--- src/rtl/apbif_pkg.sv ---
// Shared types and elaboration helpers for the APB4 register-file bridge.
// Holds the FSM state enum, the data-width legality check and the window decode.
package apbif_pkg;

    typedef enum logic [1:0] {
        IDLE = 2'd0,
        WAIT = 2'd1,
        RESP = 2'd2
    } state_t;

    function automatic bit dw_legal(input int dw);
        return (dw == 32) || (dw == 64);
    endfunction

    function automatic bit is_pow2(input logic [63:0] v);
        return (v != 64'd0) && ((v & (v - 64'd1)) == 64'd0);
    endfunction

    // Subtract before comparing so base + span never has to fit in 64 bits.
    function automatic bit in_window(input logic [63:0] addr,
                                     input logic [63:0] base,
                                     input logic [63:0] span);
        return (addr >= base) && ((addr - base) < span);
    endfunction

endpackage

--- src/rtl/apb4_regif_bridge_if.sv ---
// APB4 slave bus plus the register-file handshake, bundled for the bridge.
// slave = bridge side, master = interconnect/register-bank side.
interface apb4_regif_bridge_if #(
    parameter int AW = 32,
    parameter int DW = 32
);
    logic            psel;
    logic            penable;
    logic            pwrite;
    logic [AW-1:0]   paddr;
    logic [DW-1:0]   pwdata;
    logic [DW/8-1:0] pstrb;
    logic [DW-1:0]   prdata;
    logic            pready;
    logic            pslverr;

    logic            apbif_req;
    logic            apbif_wr;
    logic [AW-1:0]   apbif_addr;
    logic [DW-1:0]   apbif_wdata;
    logic [DW/8-1:0] apbif_wstrb;
    logic            apbif_ack;
    logic [DW-1:0]   apbif_rdata;
    logic            apbif_err;

    modport slave (
        input  psel, penable, pwrite, paddr, pwdata, pstrb,
        output prdata, pready, pslverr,
        output apbif_req, apbif_wr, apbif_addr, apbif_wdata, apbif_wstrb,
        input  apbif_ack, apbif_rdata, apbif_err
    );

    modport master (
        output psel, penable, pwrite, paddr, pwdata, pstrb,
        input  prdata, pready, pslverr,
        input  apbif_req, apbif_wr, apbif_addr, apbif_wdata, apbif_wstrb,
        output apbif_ack, apbif_rdata, apbif_err
    );

endinterface

--- src/rtl/apbif_tmo_cnt.sv ---
// Saturating wait-state down-counter; expired flags the last allowed WAIT cycle.
// Reloads while clr is high, so each backend request starts a fresh budget.
module apbif_tmo_cnt #(
    parameter int TIMEOUT = 255
) (
    input  logic clk,
    input  logic rst_n,
    input  logic clr,
    input  logic en,
    output logic expired
);

    localparam int            CW   = (TIMEOUT > 1) ? $clog2(TIMEOUT) : 1;
    localparam logic [CW-1:0] LOAD = CW'(TIMEOUT - 1);

    logic [CW-1:0] cnt;

    always_ff @(posedge clk or negedge rst_n) begin
        if (!rst_n) begin
            cnt <= LOAD;
        end else if (clr) begin
            cnt <= LOAD;
        end else if (en && (cnt != '0)) begin
            cnt <= cnt - CW'(1);
        end
    end

    assign expired = en && (cnt == '0);

endmodule

--- src/rtl/apb4_regif_bridge.sv ---
// APB4 slave to register-file bridge with wait-state handshake and window decode.
// Optional backend timeout is enabled by defining APBIF_TIMEOUT_EN.
//
//   state | meaning
//   IDLE  | waiting for an APB setup phase
//   WAIT  | apbif_req held, waiting for apbif_ack (or timeout)
//   RESP  | pready high for one cycle, pslverr as captured
module apb4_regif_bridge
    import apbif_pkg::*;
#(
    parameter int          AW        = 32,
    parameter int          DW        = 32,
    parameter logic [63:0] BASE_ADDR = 64'd0,
    parameter logic [63:0] ADDR_SPAN = 64'd4096,
    parameter int          TIMEOUT   = 255
) (
    input  logic                pclk,
    input  logic                presetn,
    apb4_regif_bridge_if.slave  bus
);

    localparam int SW = DW / 8;

    if (!dw_legal(DW)) begin : g_dw_check
        $error("apb4_regif_bridge: DW must be 32 or 64");
    end
    if (!is_pow2(ADDR_SPAN)) begin : g_span_check
        $error("apb4_regif_bridge: ADDR_SPAN must be a power of two");
    end
    if (TIMEOUT < 1) begin : g_tmo_check
        $error("apb4_regif_bridge: TIMEOUT must be at least 1");
    end

    state_t          state, state_nxt;
    logic            req_q, req_nxt;
    logic            wr_q, wr_nxt;
    logic [AW-1:0]   addr_q, addr_nxt;
    logic [DW-1:0]   wdata_q, wdata_nxt;
    logic [SW-1:0]   wstrb_q, wstrb_nxt;
    logic [DW-1:0]   prdata_q, prdata_nxt;
    logic            err_q, err_nxt;
    logic            abort_q, abort_nxt;

    logic            setup;
    logic            hit;
    logic [AW-1:0]   offset;
    logic [AW-1:0]   offset_aligned;
    logic            dropped;
    logic            tmo_expired;

    assign setup          = bus.psel && !bus.penable;
    assign hit            = in_window(64'(bus.paddr), BASE_ADDR, ADDR_SPAN);
    assign offset         = bus.paddr - AW'(BASE_ADDR);
    assign offset_aligned = offset & ~AW'(SW - 1);
    // Master abort seen now or in any earlier WAIT cycle.
    assign dropped        = abort_q || !bus.psel;

`ifdef APBIF_TIMEOUT_EN
    apbif_tmo_cnt #(
        .TIMEOUT (TIMEOUT)
    ) u_tmo_cnt (
        .clk     (pclk),
        .rst_n   (presetn),
        .clr     (state != WAIT),
        .en      (state == WAIT),
        .expired (tmo_expired)
    );
`else
    assign tmo_expired = 1'b0;
`endif

    always_ff @(posedge pclk or negedge presetn) begin
        if (!presetn) begin
            state    <= IDLE;
            req_q    <= 1'b0;
            wr_q     <= 1'b0;
            addr_q   <= '0;
            wdata_q  <= '0;
            wstrb_q  <= '0;
            prdata_q <= '0;
            err_q    <= 1'b0;
            abort_q  <= 1'b0;
        end else begin
            state    <= state_nxt;
            req_q    <= req_nxt;
            wr_q     <= wr_nxt;
            addr_q   <= addr_nxt;
            wdata_q  <= wdata_nxt;
            wstrb_q  <= wstrb_nxt;
            prdata_q <= prdata_nxt;
            err_q    <= err_nxt;
            abort_q  <= abort_nxt;
        end
    end

    always_comb begin
        state_nxt  = state;
        req_nxt    = req_q;
        wr_nxt     = wr_q;
        addr_nxt   = addr_q;
        wdata_nxt  = wdata_q;
        wstrb_nxt  = wstrb_q;
        prdata_nxt = prdata_q;
        err_nxt    = err_q;
        abort_nxt  = abort_q;

        case (state)
            IDLE: begin
                if (setup) begin
                    abort_nxt = 1'b0;
                    if (hit) begin
                        req_nxt   = 1'b1;
                        wr_nxt    = bus.pwrite;
                        addr_nxt  = offset_aligned;
                        wdata_nxt = bus.pwdata;
                        wstrb_nxt = bus.pwrite ? bus.pstrb : '0;
                        err_nxt   = 1'b0;
                        state_nxt = WAIT;
                    end else begin
                        // Decode miss never reaches the backend.
                        err_nxt   = 1'b1;
                        state_nxt = RESP;
                        if (!bus.pwrite) begin
                            prdata_nxt = '0;
                        end
                    end
                end
            end

            WAIT: begin
                if (!bus.psel) begin
                    abort_nxt = 1'b1;
                end
                if (bus.apbif_ack) begin
                    req_nxt = 1'b0;
                    err_nxt = bus.apbif_err;
                    if (dropped) begin
                        state_nxt = IDLE;
                    end else begin
                        state_nxt = RESP;
                        if (!wr_q) begin
                            prdata_nxt = bus.apbif_err ? '0 : bus.apbif_rdata;
                        end
                    end
                end else if (tmo_expired) begin
                    req_nxt = 1'b0;
                    err_nxt = 1'b1;
                    if (dropped) begin
                        state_nxt = IDLE;
                    end else begin
                        state_nxt = RESP;
                        if (!wr_q) begin
                            prdata_nxt = '0;
                        end
                    end
                end
            end

            RESP: begin
                state_nxt = IDLE;
            end

            default: begin
                state_nxt = IDLE;
                req_nxt   = 1'b0;
            end
        endcase
    end

    assign bus.prdata      = prdata_q;
    assign bus.pready      = (state == RESP);
    assign bus.pslverr     = (state == RESP) && err_q;
    assign bus.apbif_req   = req_q;
    assign bus.apbif_wr    = wr_q;
    assign bus.apbif_addr  = addr_q;
    assign bus.apbif_wdata = wdata_q;
    assign bus.apbif_wstrb = wstrb_q;

endmodule

--- src/flat_wrapper.sv ---
// flat-port wrapper written by rule: the top's interface ports become plain ports
module apb4_regif_bridge_flat import apbif_pkg::*;
#(
    parameter int          AW        = 32,
    parameter int          DW        = 32,
    parameter logic [63:0] BASE_ADDR = 64'd0,
    parameter logic [63:0] ADDR_SPAN = 64'd4096,
    parameter int          TIMEOUT   = 255
)
  (pclk, presetn, bus_psel, bus_penable, bus_pwrite, bus_paddr, bus_pwdata, bus_pstrb, bus_prdata, bus_pready, bus_pslverr, bus_apbif_req, bus_apbif_wr, bus_apbif_addr, bus_apbif_wdata, bus_apbif_wstrb, bus_apbif_ack, bus_apbif_rdata, bus_apbif_err);
  apb4_regif_bridge_if #(.AW(AW), .DW(DW)) bus_i ();
  input  logic pclk;
  input  logic presetn;
  input wire logic [$bits(bus_i.psel)-1:0] bus_psel;
  input wire logic [$bits(bus_i.penable)-1:0] bus_penable;
  input wire logic [$bits(bus_i.pwrite)-1:0] bus_pwrite;
  input wire logic [$bits(bus_i.paddr)-1:0] bus_paddr;
  input wire logic [$bits(bus_i.pwdata)-1:0] bus_pwdata;
  input wire logic [$bits(bus_i.pstrb)-1:0] bus_pstrb;
  output wire logic [$bits(bus_i.prdata)-1:0] bus_prdata;
  output wire logic [$bits(bus_i.pready)-1:0] bus_pready;
  output wire logic [$bits(bus_i.pslverr)-1:0] bus_pslverr;
  output wire logic [$bits(bus_i.apbif_req)-1:0] bus_apbif_req;
  output wire logic [$bits(bus_i.apbif_wr)-1:0] bus_apbif_wr;
  output wire logic [$bits(bus_i.apbif_addr)-1:0] bus_apbif_addr;
  output wire logic [$bits(bus_i.apbif_wdata)-1:0] bus_apbif_wdata;
  output wire logic [$bits(bus_i.apbif_wstrb)-1:0] bus_apbif_wstrb;
  input wire logic [$bits(bus_i.apbif_ack)-1:0] bus_apbif_ack;
  input wire logic [$bits(bus_i.apbif_rdata)-1:0] bus_apbif_rdata;
  input wire logic [$bits(bus_i.apbif_err)-1:0] bus_apbif_err;
  assign bus_i.psel = bus_psel;
  assign bus_i.penable = bus_penable;
  assign bus_i.pwrite = bus_pwrite;
  assign bus_i.paddr = bus_paddr;
  assign bus_i.pwdata = bus_pwdata;
  assign bus_i.pstrb = bus_pstrb;
  assign bus_prdata = bus_i.prdata;
  assign bus_pready = bus_i.pready;
  assign bus_pslverr = bus_i.pslverr;
  assign bus_apbif_req = bus_i.apbif_req;
  assign bus_apbif_wr = bus_i.apbif_wr;
  assign bus_apbif_addr = bus_i.apbif_addr;
  assign bus_apbif_wdata = bus_i.apbif_wdata;
  assign bus_apbif_wstrb = bus_i.apbif_wstrb;
  assign bus_i.apbif_ack = bus_apbif_ack;
  assign bus_i.apbif_rdata = bus_apbif_rdata;
  assign bus_i.apbif_err = bus_apbif_err;
  apb4_regif_bridge #(.AW(AW), .DW(DW), .BASE_ADDR(BASE_ADDR), .ADDR_SPAN(ADDR_SPAN), .TIMEOUT(TIMEOUT)) u_core (.pclk(pclk), .presetn(presetn), .bus(bus_i));
endmodule
--- config.mk ---
export PLATFORM = sky130hd
export DESIGN_NAME = apb4_regif_bridge_flat
export DESIGN_NICKNAME = d
export VERILOG_FILES = /design/src/rtl/apbif_pkg.sv /design/src/rtl/apb4_regif_bridge_if.sv /design/src/rtl/apbif_tmo_cnt.sv /design/src/rtl/apb4_regif_bridge.sv /design/src/flat_wrapper.sv
export SDC_FILE = /design/constraint.sdc
export NUM_CORES = 1
export LEC_CHECK = 0
export ABC_AREA = 1
export CAP_MARGIN = 20
export CORE_ASPECT_RATIO = 1.5
export CORE_MARGIN = 5
export CORE_UTILIZATION = 32
export CTS_CLUSTER_SIZE = 24
export DETAILED_ROUTE_END_ITERATION = 10
export PLACE_DENSITY_LB_ADDON = 0.12
export SYNTH_ARGS = -nofsm -noshare
export SYNTH_HDL_FRONTEND = slang
export SYNTH_SLANG_ARGS = --single-unit
--- constraint.sdc ---
create_clock -name pclk -period 2.8 [get_ports pclk]
set_input_delay 0.84 -clock pclk [delete_from_list [all_inputs] [get_ports pclk]]
set_output_delay 0.84 -clock pclk [all_outputs]
set_load 0.02 [all_outputs]
==> results of run 1 <==
metal layers:
layer  part of all wire  up-vias
met5                  0        -
met4              0.022        0
met3              0.096       18
met2               0.50      139
met1               0.39     1815
li1                   -     1984
metrics by stage:
stage,area (sq um),power [mW],setup slack (ns),hold WS (ns),instances
floorplan,4410,1.73,0.837,0.501,531
global placement,6650,2.00,0.258,0.454,886
detailed placement,6650,2.00,0.209,0.459,886
CTS,6970,3.34,0.193,0.477,902
global route,6970,3.43,0.115,0.498,902
finish,6970,3.28,0.202,0.472,902
critical path, stage by stage, from the launching register on:
cell	delay (ns)
dfrtp_1	0.49
inv_1	0.09
nor3_1	0.17
clkdlybuf4s50_1	0.67
power groups by stage:
stage          registers, mW  clock network [mW]  logic [mW]
2_1_floorplan           1.56                   0       0.169
3_3_place_gp            1.56                   0       0.437
3_5_place_dp            1.56                   0       0.439
4_1_cts                 1.53                1.36       0.441
5_1_grt                 1.54                1.42       0.473
6_report                1.53                1.31       0.434
flip-flops by register name, summed over array words and instances, names as in the netlist:
register,flops
u_core.bus.apbif_addr,30
u_core.err_q,1
u_core.bus.prdata,32
u_core.abort_q,1
u_core.state,2
u_core.bus.apbif_req,1
u_core.bus.apbif_wr,1
u_core.bus.apbif_wdata,32
u_core.bus.apbif_wstrb,4
cell usage in the layout, fill, tap and decap left out:
cell             count
inv_8                2
nor2_1              48
buf_12               4
inv_1               58
nand2_1            216
or2_1                3
bufinv_16            1
inv_2                3
clkinvlp_4           1
o21ai_0              1
nand3_1             38
a21oi_1              3
o22ai_1              2
conb_1               2
clkdlybuf4s50_1    205
clkbuf_16            9
dfrtp_1            104
nor2_4               1
nor3_1               2
nand4_1              2
clkinv_4             2
nor2_2              21
buf_4               11
inv_6                1
worst paths after layout:
check	end	slack, ns	cells after the start
max	bus_pslverr	0.20	3
max reg2reg	u_core.bus.apbif_addr[19]	1.24	5
min reg2reg	u_core.bus.prdata[29]	0.47	2
min in group asynchronous	u_core.bus.apbif_addr[29]	0.48	1
min	u_core.bus.prdata[29]	0.47	2
max in group asynchronous	u_core.bus.apbif_wstrb[0]	1.69	2
cell families after synthesis:
kind of cell,after synthesis
buf+inv,88
other cells,1
compound gates,6
flops,104
simple gates,331
area by class of cell:
type                            instances  area, sq um  area share
Clock buffer                            9          225      0.0323
Tap cell                              162          203      0.0291
Multi-Input combinational cell        339         1410       0.202
Sequential cell                       104         2600       0.374
Timing Repair Buffer                  220         2210       0.318
Clock inverter                          7         86.3      0.0124
Inverter                               61          229      0.0329
==> results.cfg, run 1 <==
[status]
status = finished, final reports clean

[setup_path]
critPathRequiredTime_ns = 1.96
path_max_fanout = 6
arrival_ns = 1.76
crit_path_start_kind = flop
endpoint_kind = output pin
startpoint = u_core.state[1]
timing.rr.start = u_core.state[1]
worst-setup-path-type = flop to output pin

[floorplanning]
rows = 52
start_util = 0.326
io_pins = 211
die_w_um = 106
dieArea_sq_mm = 0.0163
fp.dieH_um = 154
core_area_sq_mm = 0.0135

[global_routing]
grt_max_degree = 43
overflow = 0
use_met2 = 0.266
antenna_found_initial = 0
use_met1 = 0.179
track_usage = 0.157
grt-busiest-layer = met2
grt_pass1_vias = 4171
globalRouteMet3Util = 0.0629
grt_pass1_wl_um = 20700

[clock_tree]
cts_setup_buffers = 0
clk_pin_slew_worst_paths_ns = 0.07
cts_root_buf = clkbuf_16
numCtsBuffers = 9
htreeDepth = 3
hold_buffers = 0
post_cts_resized = 0
max-clock-path-buffers = 2
clk_latency_ns = 0.35
clock-sinks = 104
cts_tree = built

[logic_synthesis]
synth_edf_count = 0
yosys_most_used_dff = dfrtp_1
synth-compound-area-share = 0.00738
ys_seq_elements = 104
synth_top_area_frac = 0.591
synth-adder-area-share = 0
syn_area_sq_mm = 0.00441
synth_top_family_by_area = simple AND/OR/NAND/NOR gates
ys_types = 19
async_flop_share = 1.00
synthSimpleGateAreaFrac = 0.310
yosysWarnings = 0
synthTopCellsByArea = dfrtp_1 59%, nand2_1 18%, inv_1 4.9%
syn_area_per_cell_sq_um = 8.31
ys_seq_area_frac = 0.591
synth_most_common_cell = nand2_1
synth-xor-area-share = 0
synth_area_leader_cell = dfrtp_1
synthMuxAreaShare = 0
synth_cells = 530
synthTopCellsByCount = 216 x nand2_1, 104 x dfrtp_1, 58 x inv_1

[placed_design]
place_congestion = 0.773
portBuffers = 206
dp_hpwl_um = 9480

[power]
switching_power_uw = 838
p_sw_frac = 0.255
pwr-share-comb = 0.132
power_density_mw_per_mm2 = 471
leakagePower_nw = 3.59
power.share.sequential = 0.468
peakVddDrop_uv = 261
p_clk_frac = 0.400
internal_power_mw = 2.44

[sta]
post-route-min-period_ns = 2.60
setup_viol = 0
fin_tns_setup_ns = 0
slew_headroom = 0.621
hold_violations = 0
final.period_utilization = 0.928
drv_slew = 0
rsz0062_at_grt = false
fin_worst_skew_ns = 0.00935
worstMarginPinSlew_ns = 0.568
max_freq_ghz = 0.385

[routing]
routedWlPerCell_um = 14.0
dr.pass1.iters = 4
ant_nets = 0
viasPerCell = 4.39
vias = 3956
first_iter_violations = 70
wl_um = 12600
drcViolationCount = 0

[final_layout]
n_antenna_cell = 0
fillers = 1331
syn_to_final_growth_pct = 58.1
drive_gt1_frac = 0.0757
final_nets = 842
fin_util = 0.515

[min_path]
hold_class = flop to flop
hp-start = u_core.bus.prdata[29]

[flow_run]
cap_violations = 0
Note: power is estimated with default switching activity, not from simulation.
==> run 2, diff against run 1 <==
--- a/config.mk
+++ b/config.mk
@@ -10,8 +10,8 @@
 export CORE_ASPECT_RATIO = 1.5
 export CORE_MARGIN = 5
 export CORE_UTILIZATION = 32
-export CTS_CLUSTER_SIZE = 24
 export DETAILED_ROUTE_END_ITERATION = 10
+export GPL_ROUTABILITY_DRIVEN = 0
 export PLACE_DENSITY_LB_ADDON = 0.12
 export SYNTH_ARGS = -nofsm -noshare
 export SYNTH_HDL_FRONTEND = slang
==> results of run 2 <==
No change in the layout: final DEF, timing and power equal those of run 1.
